### config.mk
export PLATFORM = sky130hd
export DESIGN_NAME = vga_pixel_fetch
export DESIGN_NICKNAME = d
export VERILOG_FILES = /design/src/rtl/vga_pixel_fetch.sv
export SDC_FILE = /design/constraint.sdc
export NUM_CORES = 1
export LEC_CHECK = 0
export BUFFER_PORTS_ARGS = -buffer_cell sky130_fd_sc_hd__buf_2
export CAP_MARGIN = 20
export CORE_ASPECT_RATIO = 2
export CORE_MARGIN = 5
export CORE_UTILIZATION = 55
export CTS_CLUSTER_SIZE = 25
export DETAILED_ROUTE_END_ITERATION = 8
export GPL_TIMING_DRIVEN = 1
export PLACE_DENSITY = 0.8
export SLEW_MARGIN = 10
export SYNTH_ARGS = -nofsm -noshare
export SYNTH_HDL_FRONTEND = slang
export SYNTH_SLANG_ARGS = --single-unit
export TNS_END_PERCENT = 10
### constraint.sdc
create_clock -name VGA_CLK -period 3.4 [get_ports VGA_CLK]
set_clock_uncertainty 0.05 [all_clocks]
set_input_delay 1.02 -clock VGA_CLK [delete_from_list [all_inputs] [get_ports VGA_CLK]]
set_output_delay 1.02 -clock VGA_CLK [all_outputs]
set_load 0.02 [all_outputs]
### src/rtl/vga_pixel_fetch.sv
// vga_pixel_fetch: streams the visible frame from framebuffer memory through a prefetch FIFO; define VGA_PIXEL_FETCH_UNDERFLOW_CNT_EN to add UNDERFLOW_COUNT
module vga_pixel_fetch #(
  parameter int H_VISIBLE_AREA = 800,
  parameter int V_VISIBLE_AREA = 600,
  parameter int ADDR_WIDTH     = 19,
  parameter int FIFO_DEPTH     = 16,
  parameter int PIXEL_WIDTH    = 12
) (
  input  logic                         VGA_CLK,
  input  logic                         VGA_RST,
  input  logic                         FRAME_START,
  input  logic                         PIXEL_REQ,
  output logic [PIXEL_WIDTH-1:0]       PIXEL_RGB,
  output logic [ADDR_WIDTH-1:0]        MEM_ADDR,
  output logic                         MEM_RD,
  input  logic                         MEM_WAIT,
  input  logic                         MEM_RDATA_VALID,
  input  logic [PIXEL_WIDTH-1:0]       MEM_RDATA,
  output logic                         UNDERFLOW,
`ifdef VGA_PIXEL_FETCH_UNDERFLOW_CNT_EN
  output logic [15:0]                  UNDERFLOW_COUNT,
`endif
  output logic [$clog2(FIFO_DEPTH):0]  FIFO_LEVEL
);
  localparam int PW = $clog2(FIFO_DEPTH);
  localparam int LW = PW + 1;
  localparam logic [ADDR_WIDTH-1:0] LAST_ADDR = ADDR_WIDTH'(H_VISIBLE_AREA * V_VISIBLE_AREA - 1);

  typedef enum logic [1:0] {IDLE, FETCH, DONE} state_t;

  state_t                 r_state;
  state_t                 w_state_nxt;
  logic [LW-1:0]          r_lvl;
  logic [LW-1:0]          r_out;
  logic [LW-1:0]          r_disc;
  logic [LW-1:0]          w_out_nxt;
  logic [LW:0]            w_credit;
  logic [PW-1:0]          r_wp;
  logic [PW-1:0]          r_rp;
  logic [PIXEL_WIDTH-1:0] r_mem [FIFO_DEPTH];
  logic                   w_acc;
  logic                   w_push;
  logic                   w_pop;
  logic                   w_uf;

  assign FIFO_LEVEL = r_lvl;

  // Next state and read request; FIFO plus in-flight reads never exceed the FIFO depth
  always_comb begin
    w_credit    = {1'b0, r_lvl} + {1'b0, r_out};
    MEM_RD      = (r_state == FETCH) && (w_credit < (LW+1)'(FIFO_DEPTH));
    w_acc       = MEM_RD && !MEM_WAIT;
    w_state_nxt = r_state;
    if (FRAME_START)
      w_state_nxt = FETCH;
    else if ((r_state == FETCH) && w_acc && (MEM_ADDR == LAST_ADDR))
      w_state_nxt = DONE;
  end

  // FIFO handshake terms; a new frame overrides pushes and pops on its start cycle
  always_comb begin
    w_out_nxt = r_out + LW'(w_acc) - LW'(MEM_RDATA_VALID);
    w_push    = MEM_RDATA_VALID && (r_disc == '0) && !FRAME_START;
    w_pop     = PIXEL_REQ && (r_lvl != '0) && !FRAME_START;
    w_uf      = PIXEL_REQ && (r_lvl == '0) && !FRAME_START;
  end

  // FSM state register
  always_ff @(posedge VGA_CLK) begin
    if (VGA_RST) r_state <= IDLE;
    else         r_state <= w_state_nxt;
  end

  // Read address, in-flight count, and stale returns to drop after a frame restart
  always_ff @(posedge VGA_CLK) begin
    if (VGA_RST) begin
      MEM_ADDR <= '0;
      r_out    <= '0;
      r_disc   <= '0;
    end else begin
      r_out <= w_out_nxt;
      if (FRAME_START) begin
        MEM_ADDR <= '0;
        r_disc   <= w_out_nxt;
      end else begin
        if (w_acc) MEM_ADDR <= MEM_ADDR + 1'b1;
        if (MEM_RDATA_VALID && (r_disc != '0)) r_disc <= r_disc - 1'b1;
      end
    end
  end

  // FIFO pointers and occupancy; frame start empties the FIFO
  always_ff @(posedge VGA_CLK) begin
    if (VGA_RST || FRAME_START) begin
      r_wp  <= '0;
      r_rp  <= '0;
      r_lvl <= '0;
    end else begin
      if (w_push) r_wp <= r_wp + 1'b1;
      if (w_pop)  r_rp <= r_rp + 1'b1;
      r_lvl <= r_lvl + LW'(w_push) - LW'(w_pop);
    end
  end

  // FIFO storage
  always_ff @(posedge VGA_CLK) begin
    if (w_push) r_mem[r_wp] <= MEM_RDATA;
  end

  // Pixel output (black when blanking or starved) and sticky underflow flag
  always_ff @(posedge VGA_CLK) begin
    if (VGA_RST) begin
      PIXEL_RGB <= '0;
      UNDERFLOW <= 1'b0;
    end else begin
      PIXEL_RGB <= w_pop ? r_mem[r_rp] : '0;
      UNDERFLOW <= FRAME_START ? 1'b0 : (UNDERFLOW || w_uf);
    end
  end

`ifdef VGA_PIXEL_FETCH_UNDERFLOW_CNT_EN
  // Saturating underflow event counter, survives frame restarts
  always_ff @(posedge VGA_CLK) begin
    if (VGA_RST)                                UNDERFLOW_COUNT <= '0;
    else if (w_uf && (UNDERFLOW_COUNT != 16'hFFFF)) UNDERFLOW_COUNT <= UNDERFLOW_COUNT + 16'd1;
  end
`endif

endmodule
After elaboration in Yosys (flattened, before gate mapping). Memory sizes are Yosys's and may differ from the RTL's. A register that Yosys moved wholly into a read port is not among the register bits. Index checks and enable logic that the tools add are counted.

Flip-flop bits (word level): 45. RAM bits: 192. Bits of input ports: 18. Output and inout port bits: 38. Memories kept: 1.

Memory list: r_mem (depth 16, width 12, read ports 1, clocked after Yosys merged registers in 1, wr ports 1, RTL line 40) `logic [PIXEL_WIDTH-1:0] r_mem [FIFO_DEPTH];`.

Add/sub/neg operators: 9. Order comparisons: 1. Equality and inequality tests: 2. Multiplexer cells: 6. Bitwise logic cells: 1. Reductions and logical operators: 23.

Operator list (count): $add A19 B1 Y19 const B (1); $eq A19 B19 Y1 const B (1); $logic_and A1 B1 Y1 (11); $add A5 B1 Y5 (2); $logic_not A5 Y1 (2); $mux W5 (2); $reduce_bool A5 Y1 (2); $sub A5 B1 Y5 (2); $add A4 B1 Y4 const B (2); $add A5 B5 Y6 (1); $lt A6 B5 Y1 const B (1); $sub A5 B1 Y5 const B (1); $mux W1 (4); $reduce_bool A2 Y1 (2); $reduce_or A2 Y1 (2); $eq A2 B1 Y1 const B (1); $logic_not A1 Y1 (2); $logic_or A1 B1 Y1 (2); $not A1 Y1 (1).

Logic depth before layout (Yosys ltp).
Depth after elaboration: 8. Depth in mapped cells: 14. Gate-level depth less buffers: 14.

Worst setup path after synthesis. No wires, ideal clock.

Kind: input to register. Start point: input port FRAME_START. End point: register r_lvl[4] (netlist: FIFO_LEVEL[4]). Arrival time: 3.195 ns. Data required time: 3.220 ns. Path slack: 0.025 ns. Stages: 12. Path through: or4_1 nor2_1 inv_1 ha_1 inv_1 ha_1 inv_1 fa_1 nand2b_1 a21oi_1 o21ai_0 nor3b_1.

Cells in the longest elaborated chain, start to end: 4. Elaborated cells on any way between the ends: 6.

Ends and longest elaborated chain: start, declared (RTL line 11) `input logic FRAME_START,`; $logic_not A1 Y1 (RTL line 63, 64); $logic_and A1 B1 Y1 (RTL line 63) `w_push = MEM_RDATA_VALID && (r_disc == '0) && !FRAME_START;`; $add A5 B1 Y5 (RTL line 101) `r_lvl <= r_lvl + LW'(w_push) - LW'(w_pop);`; $sub A5 B1 Y5 (RTL line 101); end signal, assigned (RTL line 101); end, declared (RTL line 33) `logic [LW-1:0] r_lvl;`.

Parallel ways exist; a longest one is shown, timed or not. A chain may end at the register's enable or synchronous reset.

Worst setup path after layout.
Start point: register r_out[4]. End point: output port MEM_RD.

Cells in the longest elaborated chain, start to end: 3.

Ends and longest elaborated chain: start, declared (RTL line 34) `logic [LW-1:0] r_out;`; start signal, assigned (RTL line 81) `r_out <= w_out_nxt;`; $add A5 B5 Y6 (RTL line 50) `w_credit = {1'b0, r_lvl} + {1'b0, r_out};`; $lt A6 B5 Y1 (RTL line 51) `MEM_RD = (r_state == FETCH) && (w_credit < (LW+1)'(FIFO_DEPTH));`; $logic_and A1 B1 Y1 (RTL line 51); end, declared (RTL line 15) `output logic MEM_RD,`.

No other way between the ends.

==> results.txt <==
The critical path startpoint was r_out[4]. The largest buffer count on any clock path was 3. The clock reaches the later pin of the worst-skew pair after 480 ps.

The top cell types in the final layout, fill and taps aside, are 192 x sky130_fd_sc_hd__edfxtp_1, 55 x sky130_fd_sc_hd__buf_2, 54 x sky130_fd_sc_hd__dfxtp_1, 48 x sky130_fd_sc_hd__mux4_2, 40 x sky130_fd_sc_hd__buf_4. The run gives 0.457 as the worst-case headroom to the max-slew limit. The tools report the worst min-delay path startpoint as r_state[0]. The worst register-to-register path begins at r_out[4]. The endpoint identified for the worst register-to-register timing path is r_disc[4].

The tools report the total of hold buffers inserted after clock tree synthesis as 0. Across all register-to-register paths, the minimum setup slack is 200 ps. The final cell utilization of the core is 0.636, and the area occupied by multi-input gates is 3030 sq um.

Power spread over the standard cell area amounts to 568 nW/um^2. TritonCTS built the clock tree. Across the whole layout, storage elements account for 6910 sq um. After routing, the total negative slack on setup checks comes to 0 ps.

Layout filler cell count: 1243. Number of I/O port buffers: 55. Max-cap violations in this run came to 0. The first detailed-routing pass ran for 6 iterations. For this block, the routed nets add up to 22500 um of wire. After detailed routing, the number of vias per cell comes to 6.32. Relative to the synthesized area, the layout overhead comes to 14.5%. The number of antenna violations at the first check in global routing was 1. The run gives 0 as the count of instances resized after the clock tree is built.

Counting every instance in the synthesized netlist gives 618. Share of the clock period used by the worst path after layout: 0.951. After synthesis, the netlist uses 47 different library cells. The design draws 6.58 mW.

The die covers 21400 sq um. The critical path startpoint category was a register. Placed instance area: 10900 sq um. Async set or reset register ratio after synthesis: 0. In the routed design, unresolved DRC markers number 0. The number of nets in the layout is 744. The Yosys warning count is 0, and the final non-filler cell area is 11600 sq um. Following the worst setup path forward leads to its endpoint at MEM_RD.

The core footprint is 18200 sq um. The worst hold path belongs to the class reg2reg. The die width is 106 um, and the maximum fanout along the worst path is 23. The run gives 249 as the TritonCTS sink count. For the largest net degree at the start of global routing, the log shows 32. For the post-detailed-route count of antenna-violating nets, the log shows 0. The via count of the first global-routing pass was 6245. The maximum level of the CTS H-tree came out at 1. The synthesized net count is 660. The die span in y came out at 202 um. The clock period minus worst slack came out at 3230 ps.

Setup repair after global routing left no endpoint under its margin. The final worst-path setup slack is 167 ps, and the global placer's final weighted congestion is 0.883. Clock-pin slew was measured on the worst setup and hold paths at 60 ps. The worst setup path is of the reg2out kind. The total half-perimeter wirelength after legalization and detailed placement is 14600 um, and the first-pass GRT wire length is 34700 um. Overall global routing resource usage: 0.212. TritonCTS created 21 clock buffers. The logs give 0 for the final hold violation count and 56 for the number of ports placed on the die boundary. The flow ran to the end, and the final reports show no timing, DRC or antenna violations. For the pin with the worst max-slew slack, the measured transition is 806 ps.

Row generation in the floorplan step produced 70 rows. After global routing the overflow that remains totals 0. The analysis attributes to cell leakage a power of 3.91 nW.

Initial cell density of the core: 0.556. For the worst flop-to-flop path, the logic depth is 12. The number of post-CTS setup repair buffers is 0, and the initial detailed-routing violation count is 482.

The worst path arrival time is 2160 ps. Number of vias after detailed routing: 5896. The post-synthesis register bit count is 249. STA classifies the critical path endpoint as an output pin. Derived from the worst setup path, the maximum achievable clock frequency is 309 MHz. Summing every instance area after synthesis gives 10100 sq um. Setup violations remaining at the end of the flow were counted as 0.

The count of flip-flops with a built-in enable after synthesis works out to 192. Before CTS, the worst setup slack after placement is -237 ps. In the post-synthesis netlist, the biggest area contributors are sky130_fd_sc_hd__edfxtp_1 57%, sky130_fd_sc_hd__dfxtp_1 11%, sky130_fd_sc_hd__mux4_2 11%. The tools report the portion of the post-synthesis area used by sequential elements as 0.682. Among all flip-flop cells after synthesis, the most frequent one is sky130_fd_sc_hd__edfxtp_1.

Max-slew violation count: 0. After detailed routing, the average wire length per cell comes to 24.1 um. In this run the mean area of a mapped cell was 16.4 sq um. Clock tree synthesis selected as its root buffer the cell sky130_fd_sc_hd__clkbuf_16. The worst voltage drop across the vdd grid is 0.393 mV, and the share of Yosys cell area claimed by the top area cell type is 0.570. The biggest area contributor in the post-synthesis netlist is sky130_fd_sc_hd__edfxtp_1. STA puts the critical path data required time at 2330 ps. Commonest non-fill, non-tap cell in the layout: sky130_fd_sc_hd__edfxtp_1.

The share of post-route cells with drive strength above 1 was 0.267.
## area by class of cell
class,count,share of cell area
diodes,1,0.000216
flip-flops and latches,249,0.597
well taps,216,0.0233
repair buffers,96,0.0514
multi-input cells,313,0.261
clock buffers,30,0.0529
inverters,21,0.00680
clock inverters,7,0.00756
## power breakdown
part	switching, mW	leakage, nW	internal, mW
clock network	1.02	0.340	1.41
logic	0.393	1.38	0.337
registers	0.0783	2.19	3.35
## synthesized netlist by cell type (all sizes together) (4+ instances only)
cell    count
mux2i      33
o31ai       9
o41ai       4
mux4       48
nor2       31
a21oi      19
nand2      22
buf        14
nand3       8
xor2        6
or3        14
nor3        7
o22ai      13
or4        10
o21ai       5
nand2b      6
dfxtp      57
nor4        6
clkbuf     21
edfxtp    192
nand4       7
ha         22
inv        21
xnor2       7
o311ai      5
## worst min path at each step
stage | to | slack, ps | cells after the start
6_report | r_state[0] | 450 | 2
5_1_grt | r_state[0] | 480 | 2
4_1_cts | r_state[0] | 450 | 2
3_5_place_dp | r_state[1] | 400 | 1
3_3_place_gp | r_state[1] | 390 | 1
2_1_floorplan | r_state[1] | 380 | 1
## state kept, by name (all words and copies together), names as in the netlist
signal      count
FIFO_LEVEL      5
MEM_ADDR       19
PIXEL_RGB      12
UNDERFLOW       1
r_disc          5
r_mem         192
r_out           5
r_rp            4
r_state         2
r_wp            4
## critical path, cell delays in order (launching register included)
cell and delay [ps]:
sky130_fd_sc_hd__dfxtp_1 330, sky130_fd_sc_hd__ha_1 170, sky130_fd_sc_hd__or3b_1 370, sky130_fd_sc_hd__or3_4 340, sky130_fd_sc_hd__buf_4 210, sky130_fd_sc_hd__nor2_1 90
sky130_fd_sc_hd__buf_2 160
## metal layers
| metal | part of all wire | GRT usage | vias to the layer above |
|---|---|---|---|
| li1 | - | - | 2594 |
| met5 | 0 | 0 | - |
| met2 | 0.57 | 0.410 | 244 |
| met3 | 0.053 | 0.0265 | 62 |
| met4 | 0.035 | 0.0787 | 0 |
| met1 | 0.34 | 0.233 | 2996 |
## stage by stage
| step | instances | hold WS [ps] |
|---|---|---|
| 3_5_place_dp | 895 | 398 |
| 6_report | 933 | 447 |
| 2_1_floorplan | 618 | 384 |
| 4_1_cts | 932 | 451 |
| 5_1_grt | 933 | 476 |
| 3_3_place_gp | 895 | 390 |
## cells by family after synthesis
| group | Yosys count | synth area share |
|---|---|---|
| simple gates | 133 | 0.0733 |
| xor+xnor | 13 | 0.0112 |
| compound gates | 62 | 0.0399 |
| mux | 81 | 0.139 |
| flops | 249 | 0.682 |
| buf+inv | 56 | 0.0226 |
| fa+ha+maj | 24 | 0.0311 |
Note: power is estimated with default switching activity, not from simulation.
